===== src/rtl/jtag_tap_pkg.sv =====
// Shared TAP state encoding, DR selection and the 1149.1 next-state rule.
// Purely combinational definitions; no latency and no backpressure.
package jtag_tap_pkg;

  typedef enum logic [3:0] {
    TLR   = 4'hF,
    RTI   = 4'hC,
    SELDR = 4'h7,
    CAPDR = 4'h6,
    SHDR  = 4'h2,
    EX1DR = 4'h1,
    PADR  = 4'h3,
    EX2DR = 4'h0,
    UPDR  = 4'h5,
    SELIR = 4'h4,
    CAPIR = 4'hE,
    SHIR  = 4'hA,
    EX1IR = 4'h9,
    PAIR  = 4'hB,
    EX2IR = 4'h8,
    UPIR  = 4'hD
  } tap_state_t;

  typedef enum logic [1:0] {
    DR_BYPASS = 2'd0,
    DR_IDCODE = 2'd1,
    DR_USER   = 2'd2
  } dr_sel_t;

  localparam int IDCODE_LEN = 32;

  function automatic tap_state_t tap_next(input tap_state_t s, input logic tms);
    case (s)
      TLR:     return tms ? TLR   : RTI;
      RTI:     return tms ? SELDR : RTI;
      SELDR:   return tms ? SELIR : CAPDR;
      CAPDR:   return tms ? EX1DR : SHDR;
      SHDR:    return tms ? EX1DR : SHDR;
      EX1DR:   return tms ? UPDR  : PADR;
      PADR:    return tms ? EX2DR : PADR;
      EX2DR:   return tms ? UPDR  : SHDR;
      UPDR:    return tms ? SELDR : RTI;
      SELIR:   return tms ? TLR   : CAPIR;
      CAPIR:   return tms ? EX1IR : SHIR;
      SHIR:    return tms ? EX1IR : SHIR;
      EX1IR:   return tms ? UPIR  : PAIR;
      PAIR:    return tms ? EX2IR : PAIR;
      EX2IR:   return tms ? UPIR  : SHIR;
      UPIR:    return tms ? SELDR : RTI;
      default: return TLR;
    endcase
  endfunction

endpackage


===== src/rtl/jtag_edge_sync.sv =====
// Synchronises TCK/TMS/TDI into the fast clock and emits single-cycle TCK rise/fall pulses.
// Pin edge to pulse-driven action is 3 cycles; no backpressure, short TCK phases may be lost.
module jtag_edge_sync (
  input  logic i_clk,
  input  logic i_rst,
  input  logic i_tck,
  input  logic i_tms,
  input  logic i_tdi,
  output logic o_rise,
  output logic o_fall,
  output logic o_tms,
  output logic o_tdi
);

  logic       r_tck_s1, r_tck_s2, r_tck_s3;
  logic       r_tms_s1, r_tms_s2;
  logic       r_tdi_s1, r_tdi_s2;
  logic [1:0] r_fill;
  logic       r_armed;

  always_ff @(posedge i_clk) begin
    if (i_rst) begin
      r_tck_s1 <= 1'b0;
      r_tck_s2 <= 1'b0;
      r_tck_s3 <= 1'b0;
      r_tms_s1 <= 1'b0;
      r_tms_s2 <= 1'b0;
      r_tdi_s1 <= 1'b0;
      r_tdi_s2 <= 1'b0;
      r_fill   <= 2'b00;
      r_armed  <= 1'b0;
    end else begin
      r_tck_s1 <= i_tck;
      r_tck_s2 <= r_tck_s1;
      r_tck_s3 <= r_tck_s2;
      r_tms_s1 <= i_tms;
      r_tms_s2 <= r_tms_s1;
      r_tdi_s1 <= i_tdi;
      r_tdi_s2 <= r_tdi_s1;
      r_fill   <= {r_fill[0], 1'b1};
      // Rises count only once TCK has been seen low, so a TCK held high through reset is not an edge.
      if (r_fill[1] && !r_tck_s2) r_armed <= 1'b1;
    end
  end

  assign o_rise = r_tck_s2 & ~r_tck_s3 & r_armed;
  assign o_fall = ~r_tck_s2 & r_tck_s3;
  assign o_tms  = r_tms_s2;
  assign o_tdi  = r_tdi_s2;

endmodule


===== src/rtl/jtag_tap_resp.sv =====
// JTAG TAP responder (IR, BYPASS, IDCODE, USER DR) running on FASTCLK from sampled TCK/TMS/TDI.
// Actions land 3 FASTCLK cycles after a TCK pin edge; no backpressure, TCK phases must last >=4 cycles.
module jtag_tap_resp import jtag_tap_pkg::*; #(
  parameter int                  IR_WIDTH   = 8,
  parameter int                  DR_WIDTH   = 16,
  parameter logic [31:0]         IDCODE_VAL = 32'h1DB7_0093,
  parameter logic [IR_WIDTH-1:0] IDCODE_INS = IR_WIDTH'(8'h01),
  parameter logic [IR_WIDTH-1:0] USER_INS   = IR_WIDTH'(8'h02)
) (
  input  logic                FASTCLK,
  input  logic                RST,
  input  logic                TCK,
  input  logic                TMS,
  input  logic                TDI,
  output logic                TDO,
  output logic                TDO_EN,
  input  logic [DR_WIDTH-1:0] USER_DIN,
  output logic [DR_WIDTH-1:0] USER_DOUT,
  output logic                UPDATE_STB,
  output logic                CAPTURE_STB,
  output logic [3:0]          TAP_STATE,
  output logic [IR_WIDTH-1:0] IR_OUT
);

  localparam int SH_W     = (DR_WIDTH > IDCODE_LEN) ? DR_WIDTH : IDCODE_LEN;
  localparam int SH_IDX_W = $clog2(SH_W);

  tap_state_t          r_state, w_state_nxt;
  dr_sel_t             w_sel;
  logic                w_rise, w_fall, w_tms, w_tdi;
  logic [IR_WIDTH-1:0] r_ir, r_ir_sh;
  logic [SH_W-1:0]     r_dr_sh, w_dr_shifted, w_dr_cap;
  logic [SH_IDX_W-1:0] w_msb;
  logic [DR_WIDTH-1:0] r_user_dout;
  logic                r_tdo, r_tdo_en, r_upd_stb, r_cap_stb;

  jtag_edge_sync u_sync (
    .i_clk  (FASTCLK),
    .i_rst  (RST),
    .i_tck  (TCK),
    .i_tms  (TMS),
    .i_tdi  (TDI),
    .o_rise (w_rise),
    .o_fall (w_fall),
    .o_tms  (w_tms),
    .o_tdi  (w_tdi)
  );

  always_ff @(posedge FASTCLK) begin
    if (RST) r_state <= TLR;
    else     r_state <= w_state_nxt;
  end

  always_comb begin
    w_state_nxt = r_state;
    if (w_rise) w_state_nxt = tap_next(r_state, w_tms);
  end

  always_comb begin
    w_sel = DR_BYPASS;
    if (r_ir == IDCODE_INS)    w_sel = DR_IDCODE;
    else if (r_ir == USER_INS) w_sel = DR_USER;
  end

  // One shifter serves every DR; TDI enters at the MSB of whichever length is selected.
  always_comb begin
    w_msb    = '0;
    w_dr_cap = '0;
    case (w_sel)
      DR_IDCODE: begin
        w_msb    = SH_IDX_W'(IDCODE_LEN - 1);
        w_dr_cap = SH_W'(IDCODE_VAL);
      end
      DR_USER: begin
        w_msb    = SH_IDX_W'(DR_WIDTH - 1);
        w_dr_cap = SH_W'(USER_DIN);
      end
      default: ;
    endcase
    w_dr_shifted        = r_dr_sh >> 1;
    w_dr_shifted[w_msb] = w_tdi;
  end

  always_ff @(posedge FASTCLK) begin
    if (RST) begin
      r_ir        <= IDCODE_INS;
      r_ir_sh     <= '0;
      r_dr_sh     <= '0;
      r_user_dout <= '0;
      r_tdo       <= 1'b0;
      r_tdo_en    <= 1'b0;
      r_upd_stb   <= 1'b0;
      r_cap_stb   <= 1'b0;
    end else begin
      r_upd_stb <= 1'b0;
      r_cap_stb <= 1'b0;
      if (w_rise) begin
        case (r_state)
          TLR:   r_ir <= IDCODE_INS;
          CAPDR: begin
            r_dr_sh   <= w_dr_cap;
            r_cap_stb <= (w_sel == DR_USER);
          end
          SHDR:  r_dr_sh <= w_dr_shifted;
          CAPIR: r_ir_sh <= IR_WIDTH'(2'b01);
          SHIR:  r_ir_sh <= {w_tdi, r_ir_sh[IR_WIDTH-1:1]};
          default: ;
        endcase
      end
      if (w_fall) begin
        r_tdo_en <= (r_state == SHDR) || (r_state == SHIR);
        if (r_state == SHDR)      r_tdo <= r_dr_sh[0];
        else if (r_state == SHIR) r_tdo <= r_ir_sh[0];
        if (r_state == UPIR) r_ir <= r_ir_sh;
        if (r_state == UPDR && w_sel == DR_USER) begin
          r_user_dout <= r_dr_sh[DR_WIDTH-1:0];
          r_upd_stb   <= 1'b1;
        end
      end
    end
  end

  assign TDO         = r_tdo;
  assign TDO_EN      = r_tdo_en;
  assign USER_DOUT   = r_user_dout;
  assign UPDATE_STB  = r_upd_stb;
  assign CAPTURE_STB = r_cap_stb;
  assign TAP_STATE   = r_state;
  assign IR_OUT      = r_ir;

endmodule


===== config.mk =====
export PLATFORM = sky130hd
export DESIGN_NAME = jtag_tap_resp
export DESIGN_NICKNAME = d
export VERILOG_FILES = /design/src/rtl/jtag_tap_pkg.sv /design/src/rtl/jtag_edge_sync.sv /design/src/rtl/jtag_tap_resp.sv
export SDC_FILE = /design/constraint.sdc
export NUM_CORES = 1
export LEC_CHECK = 0
export CAP_MARGIN = 20
export CORE_ASPECT_RATIO = 1.4
export CORE_UTILIZATION = 31
export CTS_CLUSTER_DIAMETER = 40
export DETAILED_ROUTE_END_ITERATION = 10
export GPL_TIMING_DRIVEN = 0
export PLACE_DENSITY_LB_ADDON = 0.15
export SLEW_MARGIN = 20
export SYNTH_ARGS = -nofsm -noshare
export SYNTH_HDL_FRONTEND = slang
export SYNTH_SLANG_ARGS = --single-unit

===== constraint.sdc =====
create_clock -name FASTCLK -period 4.7 [get_ports FASTCLK]
set_input_delay 0.47 -clock FASTCLK [delete_from_list [all_inputs] [get_ports FASTCLK]]
set_output_delay 0.47 -clock FASTCLK [all_outputs]
set_load 0.02 [all_outputs]

==> metrics.txt, run 1 <==
Post-synth EDFFs=0; fmax=472 MHz; vias=~2,700; Die Ht=approximately 120 um; GP Congestion=0.773; sequential share of power=0.470; std cell rows=43; Routed wire per std cell=between 15 and 20 um; most frequent cells in the layout=82 x dfxtp_1, 51 x clkdlybuf4s50_1, 45 x nor2_1, 35 x o21ai_0, 26 x a21oi_1; hold buffers post-CTS=0; DP Wirelength=approximately 5.8 mm; path category of the worst min-delay check=reg -> reg; run status=finished clean; Post-Syn Area per Cell=roughly 9.3 um^2; synth top area cells=dfxtp_1 51%, o21ai_0 5.5%, mux2i_1 5.3%, nor2_1 5.3%, a21oi_1 4.1%; post-layout minimum cycle time=2.12 ns; largest area contributor in the netlist=dfxtp_1; RSZ-0062 raised after global routing=no; clock buffer count from CTS=9; postcts setup bufs=0; final setup fails=0; switching pwr=roughly 0.00030 W; multi-input gate area in the final layout=~1400 um^2; vias in the first global route=between 2,000 and 3,000; worst skew pair latency=0.33 ns; Mapped Cells=between 300 and 400; Tightest Pin Transition=approximately 1 ns; clock buffer depth=2; critical path type=reg -> reg; P&R area growth vs syn=31.2%; DR vias/cell=5.00; total global routing overflow=0; Chip Width=just under 90 um; H-Tree Depth=3; All-Layer GR Usage=0.169; type of destination of the critical path=flop; power per cell area=356 nW/um^2; IO Port Bufs=51; CTS tree=done; Internal Power=0.00120 W; CTS resizes=0; period utilization=0.451; most common cell after layout, fill and taps aside=dfxtp_1; Inserted Diodes=0; worst vdd ir=between 0.00015 and 0.0002 V; starting density of the core=0.321; Synth warnings=0; Starting DRT DRC Count=around 110; DRT Pass-1 Iters=4; clk sinks=82; worst setup margin=about 2.6 ns; max cap viols=0; relative slew slack=0.334; CP Max Fanout=10; share of cells above drive strength 1=0.0730; maximum number of pins on one net before global-route repair=14; Fill cells=a little over 1,000; drt drc=0; CP arrival=~2.3 ns; async set or reset register ratio after synthesis=0; Clock Skews=around 0.0075 ns; storage element area=between 1500 and 2000 um^2; die area=around 11,000 um^2; Root Buffer=clkbuf_16; Core ar.=10,000 um^2; sequential fraction of the synthesis area=0.512; post-route setup TNS=0 ns; final hold vios=0; Crit path required time=around 4.9 ns; Post-Syn Area=about 3200 um^2; dpl ws=approximately 2.6 ns; CP startpoint kind=flop; Sw Share=0.198; Gate power share=0.031; post-synth top area share=0.512; Leakage=approximately 1.7 nW; Clock power frac=0.499; fin. max-slew vios=0; Most used DFF post-synth=dfxtp_1; Final Routed Wirelength=between 8 and 9 mm; Syn Nets=365; Routed Antenna Nets=0; Final nets=between 400 and 500; IO Pins=between 50 and 60; first-pass GRT wire length=13.6 mm; Netlist cell types=45; Seq cells post-synth=a little over 80; clock-pin slew on the worst setup and hold paths=0.06 ns; initial antenna violation count=0
==> logic make-up (layout without fill, tap and decap cells) <==
family / after synthesis / after routing / synth area share
AND/OR/NAND/NOR: 109 / 109 / 0.180
AO/OA/AOI/OAI: 102 / 102 / 0.201
flip-flops: 82 / 82 / 0.511
buffers and inverters: 33 / 100 / 0.0515
multiplexers: 17 / 17 / 0.0530
XOR/XNOR: 1 / 1 / 0.00273
==> per-layer routing <==
| layer | vias to the layer above | global-route usage | share of wire |
|---|---|---|---|
| li1 | 1356 | - | - |
| met1 | 1303 | 0.214 | 0.45 |
| met2 | 62 | 0.277 | 0.50 |
| met3 | 10 | 0.0370 | 0.034 |
| met4 | 0 | 0.0645 | 0.018 |
| met5 | - | 0 | 0 |
==> final timing paths <==
| check | start | end | slack (ns) | depth (start not counted) |
|---|---|---|---|---|
| worst max-delay path | IR_OUT[2] | USER_DOUT[8] | 2.58 | 6 |
| worst max register to register | IR_OUT[2] | USER_DOUT[8] | 2.58 | 6 |
| worst min register to register | u_sync.r_tck_s1 | u_sync.r_tck_s2 | 0.44 | 1 |
| worst min-delay path | u_sync.r_tck_s1 | u_sync.r_tck_s2 | 0.44 | 1 |
==> cells in the mapped netlist, types with 2 or more instances <==
cell type  number
dfxtp_1        82
nor2_1         45
o21ai_0        35
a21oi_1        26
nand2_1        21
mux2i_1        17
clkbuf_1       15
a221oi_1       11
a22oi_1        10
a22o_1          8
inv_1           8
nand3_1         8
nor2b_1         8
nor3_1          4
a31oi_1         3
and3_1          3
buf_2           3
buf_6           3
nor4_1          3
a32oi_1         2
and3b_1         2
buf_1           2
nand2b_1        2
or3_1           2
==> cell type report <==
cell class,instances,area share
plain buffers,25,0.0321
inverters,8,0.00713
clock buffers,12,0.0585
repair buffers,51,0.121
well taps,135,0.0401
flip-flops and latches,82,0.390
clock inverters,4,0.0178
multi-input cells,229,0.333
==> critical path: stages, from the launching register on <==
cell     delay [ns]
dfxtp_1        0.34
nor4_1         0.86
nand4_1        0.18
buf_4          0.25
buf_8          0.16
mux2i_1        0.15
nor2_1         0.05
==> stage by stage <==
step | total power, W | hold slack (ns) | std cells | util | area, um^2
final | 0.00150 | 0.435 | 546 | 0.421 | 4210
after detailed placement | 0.000766 | 0.425 | 530 | 0.389 | 3890
after global routing | 0.00155 | 0.451 | 546 | 0.421 | 4210
after floorplan | 0.000738 | 0.414 | 344 | - | 3210
after CTS | 0.00152 | 0.438 | 546 | 0.421 | 4210
after global placement | 0.000766 | 0.418 | 530 | 0.389 | 3890
==> power groups by stage <==
stage	logic (W)	clock network [W]	registers [W]
floorplan	0.0000190	0	0.000719
global placement	0.0000469	0	0.000719
detailed placement	0.0000466	0	0.000719
CTS	0.0000470	0.000766	0.000704
global route	0.0000509	0.000798	0.000704
finish	0.0000464	0.000748	0.000704
==> sequential cells by signal, summed over array words and instances (netlist names) <==
| register | count |
|---|---|
| u_sync.r_tck_s1 | 1 |
| u_sync.r_tms_s1 | 1 |
| TDO_EN | 1 |
| u_sync.r_tck_s3 | 1 |
| u_sync.r_tck_s2 | 1 |
| CAPTURE_STB | 1 |
| u_sync.r_fill | 2 |
| IR_OUT | 8 |
| r_dr_sh | 32 |
| UPDATE_STB | 1 |
| USER_DOUT | 16 |
| r_ir_sh | 8 |
| TDO | 1 |
| u_sync.r_armed | 1 |
| TAP_STATE | 4 |
| u_sync.r_tdi_s1 | 1 |
| u_sync.o_tdi | 1 |
| u_sync.o_tms | 1 |
Note: power is estimated with default switching activity, not from simulation.
==> run 2: changes to the inputs <==
- clock period: 4.7 -> 1.85 ns (I/O delays scaled with it)
==> run 2 against run 1 <==
  * Flip-flop and latch count unchanged
  * Final cell count grew 1.6%
  * Die area stayed put
  * Hold slack got worse by 0.19 ns
  * Utilization grew 1.5 points
==> metrics.txt, run 2 (synthesis results as in run 1) <==
clock buffer count from CTS=9 (unchanged); final hold vios=0 (unchanged); maximum number of pins on one net before global-route repair=14 (unchanged); Hold WS=0.249 ns (-0.186 ns); starting density of the core=0.321 (unchanged); Core ar.=10,000 um^2 (unchanged); worst vdd ir=0.000494 V (+160%); max cap viols=0 (unchanged); Final Routed Wirelength=8.57 mm (+2.9%); Crit path largest cell delay=0.42 ns (-0.44 ns); Leakage=1.76 nW (+4.8%); total global routing overflow=0 (unchanged); final setup fails=0 (unchanged); clock buffer depth=2 (unchanged); fmax=567 MHz (+20%); DRT Pass-1 Iters=5 (+1); Fill cells=1,010 (-0.39%); Tightest Pin Transition=0.675 ns (-0.315 ns); H-Tree Depth=3 (unchanged); fin. max-slew vios=0 (unchanged); critical path's slowest cell=or3_1; initial antenna violation count=0 (unchanged); P&R area growth vs syn=35.8%; Routed Antenna Nets=0 (unchanged); CP startpoint kind=flop; Starting DRT DRC Count=110 (+0.92%); power per cell area=875 nW/um^2 (+150%); Chip Width=88.0 um (unchanged); std cell rows=43 (unchanged); IO Pins=53 (unchanged); r2r worst-path depth=6 (unchanged); DR vias/cell=4.99 (-0.18%); critical path type=reg -> reg; Root Buffer=clkbuf_16; vias=2,771 (+1.5%); die area=10,800 um^2 (unchanged); most frequent cells in the layout=79 x dfxtp_1, 51 x clkdlybuf4s50_1, 45 x nor2_1, 35 x o21ai_0, 26 x a21oi_1; Largest Register=r_dr_sh; period utilization=0.953 (+0.502); CP arrival=1.98 ns (-0.35 ns); Die Ht=122 um (unchanged); Routed wire per std cell=15.4 um (+1.3%); CTS tree=done; drt drc=0 (unchanged); vias in the first global route=2,638 (+0.65%); post-layout minimum cycle time=1.76 ns (-0.356 ns); path category of the worst min-delay check=in -> reg; IO Port Bufs=51 (unchanged); Final nets=436 (+2.1%); most common cell after layout, fill and taps aside=dfxtp_1; Critical Path, Cell by Cell=clkbuf_4 -> or3_1 -> buf_2 -> buf_6 -> a221oi_1 -> nor2_1; type of destination of the critical path=flop; Inserted Diodes=0 (unchanged); share of cells above drive strength 1=0.126 (+0.0532); GP Congestion=0.773 (unchanged); clock-pin slew on the worst setup and hold paths=0.06 ns (about the same); CP Max Fanout=10 (unchanged); DP Wirelength=5.77 mm (unchanged); relative slew slack=0.550 (+0.216); placed instance area=3890 um^2 (unchanged); All-Layer GR Usage=0.170 (+0.00140); Min-Delay Path Depth=2 (+1); Crit path required time=2.07 ns (-2.84 ns); Clock Skews=0.00872 ns (+0.00124 ns); run status=finished clean; hold buffers post-CTS=0 (unchanged); clk sinks=82 (unchanged); first-pass GRT wire length=13.7 mm (+0.51%); worst skew pair latency=0.33 ns (about the same); Finished Cell Area=4360 um^2 (+3.5%); max reg flops=32 (unchanged)
==> run 2: cell types whose count changed in the layout (fill, tap and decap cells not counted), moves of 3 or more <==
| cell | delta |
|---|---|
| clkbuf_2 | +3 |
| clkbuf_1 | -4 |
| dfxtp_2 | +3 |
| buf_4 | +10 |
| dfxtp_1 | -3 |
==> run 2: final timing paths <==
kind | to | slack [ns] | from
worst max register to register | r_dr_sh[14] | 0.09 | TAP_STATE[3]
worst min register to register | u_sync.r_tck_s2 | 0.43 | u_sync.r_tck_s1
worst min-delay path | u_sync.o_tms | 0.25 | RST
worst max-delay path | r_dr_sh[14] | 0.09 | TAP_STATE[3]
==> run 2: power breakdown <==
part | total, W | switching [W] | leakage, nW | internal (W)
sequential | 0.00179 | 0.0000110 | 0.663 | 0.00178
clock | 0.00190 | 0.000681 | 0.149 | 0.00122
combinational | 0.000122 | 0.0000641 | 0.944 | 0.0000579
total | 0.00381 | 0.000756 | 1.76 | 0.00306
==> run 2: metal layers <==
metal | share of wire | wire length (um) | global-route usage | vias to the layer above
met2 | 0.51 | 4340 | 0.281 | 55
li1 | - | - | - | 1371
met5 | 0 | 0 | 0 | -
met4 | 0.012 | 102 | 0.0645 | 0
met3 | 0.027 | 231 | 0.0370 | 7
met1 | 0.46 | 3900 | 0.215 | 1338
==> run 2: area by class of cell <==
class | instances | area (um^2) | area share
flip-flops and latches | 82 | 1650 | 0.378
multi-input cells | 229 | 1470 | 0.336
repair buffers | 61 | 586 | 0.134
clock buffers | 12 | 246 | 0.0566
well taps | 135 | 169 | 0.0388
plain buffers | 24 | 140 | 0.0322
clock inverters | 4 | 75.1 | 0.0172
inverters | 8 | 30.0 | 0.00689
==> run 2: what timing repair did <==
action,in CTS,in global routing
setup buffers,3,7
gates resized for setup,7,13
pin swaps,1,1
endpoints found under the setup margin,52,51
==> run 2: through the flow <==
| stage | power, W | cells | util | worst slack [ns] | setup TNS (ns) |
|---|---|---|---|---|---|
| after floorplan | 0.00187 | 344 | - | 0.131 | 0 |
| after global placement | 0.00195 | 530 | 0.389 | -0.225 | -3.47 |
| after detailed placement | 0.00195 | 530 | 0.389 | -0.257 | -4.14 |
| after CTS | 0.00386 | 549 | 0.426 | 0.00126 | 0 |
| after global routing | 0.00395 | 555 | 0.435 | -0.00121 | -0.00121 |
| final | 0.00381 | 555 | 0.435 | 0.0870 | 0 |
==> run 2: critical path, delay by kind of cell (launching register included) <==
kind / cells / cell delay (ns)
compound gates: 1 / 0.21
flops: 1 / 0.35
buf+inv: 3 / 0.59
simple gates: 2 / 0.50
==> run 3: changes to the inputs <==
- CAP_MARGIN: 20 -> unset
==> results of run 3 <==
No change in the layout: final DEF, timing and power equal those of run 2.
==> RTL edit 1 (config.mk and constraints of run 3) <==
Set the parameter `DR_WIDTH` to 8 (it was 16).
--- a/src/rtl/jtag_tap_resp.sv
+++ b/src/rtl/jtag_tap_resp.sv
@@ -2,7 +2,7 @@
 // Actions land 3 FASTCLK cycles after a TCK pin edge; no backpressure, TCK phases must last >=4 cycles.
 module jtag_tap_resp import jtag_tap_pkg::*; #(
   parameter int                  IR_WIDTH   = 8,
-  parameter int                  DR_WIDTH   = 16,
+  parameter int                  DR_WIDTH   = 8,
   parameter logic [31:0]         IDCODE_VAL = 32'h1DB7_0093,
   parameter logic [IR_WIDTH-1:0] IDCODE_INS = IR_WIDTH'(8'h01),
   parameter logic [IR_WIDTH-1:0] USER_INS   = IR_WIDTH'(8'h02)
Interface: changed (resized USER_DIN and USER_DOUT); port bits go from 53 to 37. The function was not compared with the original's and may differ.
==> RTL edit 1 against run 3 <==
Sequential cell count fell by 8. Via count fell by 9.5%. Final area fell by 12%. Count of clock-buffer cells in the layout did not move. Area after synthesis fell by 6.9%. Cell count fell by 11%. Setup slack improved by 0.039 ns. Clock skew fell by 0.0032 ns. Wire length fell by 15%. Synthesized cell count fell by 3.2%. Sequential share of layout area rose by 0.93 points. Power fell by 3.7%.
==> RTL edit 1: results (changes against run 3) <==
Status
  • Status: finished clean

Synthesis
  • Synth cell count leaders: dfxtp_1 (74), nand2_1 (50), a21oi_1 (40)
  • Warnings, synthesis: 0 (unchanged)
  • Sequential share of the synthesized area: 0.496 (-0.0157)
  • Area contributors post-synth: dfxtp_1 (50%), a21oi_1 (6.7%), nand2_1 (6.3%), o21ai_0 (4.7%), nor2_1 (3.9%)
  • Mapped Avg Cell Area: 8.97 µm² (-3.8%)
  • Netlist cell types: 43 (-4.4%)

Placed design
  • GPL Wtd Cong: 0.837 (+8.3%)
  • Post-Place Cells: 479 (-9.6%)
  • Placement Cell Area: 3490 µm² (-10%)
  • PortBufs: 36 (-29%)
  • DP Wirelength: 5170 µm (-10%)

Drt
  • Pre-antenna DRT Iters: 4 (-1)
  • Drt initial violations: 111 (+0.91%)
  • WL final: 7310 µm (-15%)
  • Wire per inst: 14.8 µm (-4.4%)
  • Via count: 2,508 (-9.5%)

Finish
  • Fillers: 949 (-6.0%)
  • Layout cells sized above 1: 0.112 (-0.0145)
  • Nets: 393 (-9.9%)

Setup path
  • Slowest stage delay, CP: 0.45 ns (+0.03 ns)
  • CP max-delay cell: nor4b_4
  • Top delay family on crit path: simple AND/OR/NAND/NOR gates
  • CP Data Arrival Time: 1.94 ns (-0.04 ns)

Power and ir drop
  • Combinational Power Share: 0.030 (-0.002)
  • P_comb: 111 µW (-9%)
  • Psw: 726 µW (-3.9%)
  • Static Leak: 1.46 nW (-17%)
  • Peak VDD IR: 0.000441 V (-11%)

Timing
  • Slew at the pin with the worst max-slew slack: 0.554 ns (-0.121 ns)
  • Skew final: 0.00554 ns (-0.00318 ns)
  • FMAX: 0.580 GHz (+2.3%)

Global routing
  • First-pass GRT wire length: 11,700 µm (-14%)
  • Pin count of the biggest net entering global routing: 13 (-1)
  • Total track usage: 0.154 (-0.0159)
  • Vias in the first global route: 2,323 (-12%)

Clock tree
  • Post-CTS Setup Inserts: 0 (-3)
[RTL edit 1: area by class of cell]
cell class | count | area [µm²] | area share
buffer | 23 | 131 | 0.0343
clock buffer | 12 | 267 | 0.0696
clock inverter | 4 | 72.6 | 0.0190
inverter | 4 | 15.0 | 0.00392
multi-input combinational | 232 | 1360 | 0.356
sequential | 74 | 1480 | 0.387
tap | 110 | 138 | 0.0359
timing repair buffer | 36 | 360 | 0.0941
[RTL edit 1: what timing repair did]
action / 4_1_cts / 5_1_grt
setup endpoints to repair: 0 / 8
hold buffers: 0 / 0
resized for setup: 0 / 3
[RTL edit 1: cells by family (layout without fill, tap and decap cells)]
| family | Yosys count | after routing | share of synthesized area |
|---|---|---|---|
| AO/OA/AOI/OAI | 94 | 94 | 0.196 |
| XOR/XNOR | 1 | 1 | 0.00293 |
| buffers and inverters | 27 | 79 | 0.0486 |
| flip-flops | 74 | 74 | 0.496 |
| multiplexers | 9 | 9 | 0.0302 |
| AND/OR/NAND/NOR | 128 | 128 | 0.226 |
[RTL edit 1: final timing paths]
kind                             startpoint  cells past startpoint  slack, ns                           to
hold / removal                          TDI                      2       0.40   u_sync.r_tdi_s1$_SDFF_PP0_
setup / recovery  TAP_STATE[0]$_SDFFE_PP1P_                      6       0.13      r_dr_sh[3]$_SDFFE_PP0P_
setup reg to reg  TAP_STATE[0]$_SDFFE_PP1P_                      6       0.13      r_dr_sh[3]$_SDFFE_PP0P_
hold reg to reg    u_sync.r_fill[0]$_DFF_P_                      1       0.43  u_sync.r_fill[1]$_SDFF_PP0_
[RTL edit 1: metal layers]
layer  up-vias  part of all wire  track usage
met5         -                 0            0
met4         0             0.034       0.0975
met3        18             0.029       0.0265
met2        50              0.51        0.261
met1      1184              0.43        0.178
li1       1256                 -            -
==> RTL edit 2 (flow settings as in run 3) <==
Without the edit above. Reset style: asynchronous (`RST` and `i_rst`), changed in 3 clocked blocks.
--- a/src/rtl/jtag_edge_sync.sv
+++ b/src/rtl/jtag_edge_sync.sv
@@ -18,7 +18,7 @@
   logic [1:0] r_fill;
   logic       r_armed;
 
-  always_ff @(posedge i_clk) begin
+  always_ff @(posedge i_clk or posedge i_rst) begin
     if (i_rst) begin
       r_tck_s1 <= 1'b0;
       r_tck_s2 <= 1'b0;
--- a/src/rtl/jtag_tap_resp.sv
+++ b/src/rtl/jtag_tap_resp.sv
@@ -46,7 +46,7 @@
     .o_tdi  (w_tdi)
   );
 
-  always_ff @(posedge FASTCLK) begin
+  always_ff @(posedge FASTCLK or posedge RST) begin
     if (RST) r_state <= TLR;
     else     r_state <= w_state_nxt;
   end
@@ -81,7 +81,7 @@
     w_dr_shifted[w_msb] = w_tdi;
   end
 
-  always_ff @(posedge FASTCLK) begin
+  always_ff @(posedge FASTCLK or posedge RST) begin
     if (RST) begin
       r_ir        <= IDCODE_INS;
       r_ir_sh     <= '0;
Formal check against the unedited RTL: differs if RST is asserted again (counterexample within 10 cycles, from zero or initial values and one cycle with RST high); with RST held inactive, the same outputs for 10 cycles.
==> RTL edit 2 against run 3 <==
The run now ends with negative setup slack left. Via count shrank 8.3%. Wire length down 6.3%. Sequential cell count did not move. Die area up 7.5%. Utilization grew 0.60 points. Setup slack worse by 0.15 ns. Cell count is 5.8% lower. Final area increased by 10%. Area after synthesis rose by 7.7%.
Power is not compared: it rests on default switching activity, and its combinational part moved more than twofold at a synthesized area within 25%.
==> RTL edit 2: results (changes against run 3) <==
Placed design
  • DP Wirelength: 5450 µm (-5.4%)
  • Placement Cell Area: 4210 µm² (+8.1%)
  • PortBufs: 52 (+2.0%)
  • Place WS: -0.365 ns (-0.108 ns)
  • GPL Wtd Cong: 0.783 (+1.4%)
  • Post-Place Cells: 496 (-6.4%)

Finish
  • Nets: 398 (-8.7%)
  • Fraction of area in multi-input gates: 0.293 (-0.0433)
  • Layout cells sized above 1: 0.270 (+0.143)
  • Max reg flops: 32 (unchanged)
  • Seq cells: 82 (unchanged)
  • Clock-cell share: 0.0621 (-0.0117)
  • Fillers: 1,020 (+0.99%)
  • Final non-clock buffer share: 0.171 (+0.00484)
  • Non-clock inverters: 7 (-1)

Setup path
  • Slowest stage delay, CP: 0.54 ns (+0.12 ns)
  • CP Data Arrival Time: 2.13 ns (+0.15 ns)
  • Reg-to-reg endpoint: USER_DOUT[7]$_DFFE_PP0P_
  • CP max-delay cell: or4_4
  • Top delay family on crit path: simple AND/OR/NAND/NOR gates

Timing
  • Skew final: 0.00721 ns (-0.00151 ns)
  • Setup violators final: 29 (+29)
  • Final TNS setup: -0.992 ns (-0.992 ns)
  • Hold Slack: 0.254 ns (+0.00479 ns)
  • Slew margin rel.: 0.624 (+0.0734)
  • Setup ws final: -0.0640 ns (-0.151 ns)

Synthesis
  • Area contributors post-synth: dfrtp_1 (56%), nor2_1 (4.3%), mux2_4 (3.9%), dfstp_2 (3.8%), nand2_1 (3.4%)
  • Syn Nets: 322 (-12%)
  • Fraction of registers with async set/reset: 1.00 (+1.00)
  • Synth cell count leaders: dfrtp_1 (77), nor2_1 (40), nand2_1 (31)
  • Syn Inst Count: 301 (-13%)

Drt
  • Pre-antenna DRT Iters: 4 (-1)
  • Drt initial violations: 74 (-33%)
  • Vias per Instance: 4.86 (-2.7%)
  • Wire per inst: 15.4 µm (-0.56%)

Hold path
  • HP Class: in2async

Die
  • Core area: 10,900 µm² (+8.6%)

Status
  • Failing checks: negative setup slack
  • Status: finished with violations

Global routing
  • Total track usage: 0.149 (-0.0209)
  • First-pass GRT wire length: 13,400 µm (-2.3%)
  • Pin count of the biggest net entering global routing: 33 (+19)
  • Vias in the first global route: 2,607 (-1.2%)
==> RTL edit 2: worst max path at each step <==
stage                              from                        to  slack, ns  cells past startpoint
6_report            IR_OUT[3]$_DFF_PP0_  USER_DOUT[7]$_DFFE_PP0P_      -0.06                      6
5_1_grt             IR_OUT[3]$_DFF_PP0_  USER_DOUT[7]$_DFFE_PP0P_      -0.15                      6
4_1_cts        TAP_STATE[1]$_DFFE_PP1P_           TDO$_DFFE_PP0P_      -0.11                      5
3_5_place_dp   TAP_STATE[2]$_DFFE_PP1P_   r_dr_sh[26]$_DFFE_PP0P_      -0.37                      7
3_3_place_gp                        RST       IR_OUT[6]$_DFF_PP0_      -0.37                      2
2_1_floorplan       IR_OUT[3]$_DFF_PP0_  USER_DOUT[0]$_DFFE_PP0P_      -0.13                      6
==> RTL edit 2: timing repair <==
action                                  4_1_cts  5_1_grt
gates cloned                                  1        1
hold buffers                                  0        0
pin swaps                                     4        8
resized for setup                            27       34
endpoints found under the setup margin       58       62
hold endpoints to repair                      0        0
setup buffers                                11        3
==> RTL edit 2: cell families after synthesis <==
kind of cell              after synthesis  synth area share
and+or+nand+nor                       106             0.164
xor gates and xnor gates                1           0.00253
other                                   1           0.00109
buffers and inverters                  27            0.0373
DFF                                    82             0.596
muxes                                  17            0.0652
AOI/OAI and AO/OA                      67             0.135
==> RTL edit 2: per-layer routing <==
metal / part of all wire / wire length [µm] / GRT usage / up-vias
li1: - / - / - / 1216
met1: 0.44 / 3510 / 0.185 / 1257
met2: 0.51 / 4060 / 0.251 / 55
met3: 0.039 / 317 / 0.0354 / 13
met4: 0.018 / 144 / 0.0607 / 0
met5: 0 / 0 / 0 / -
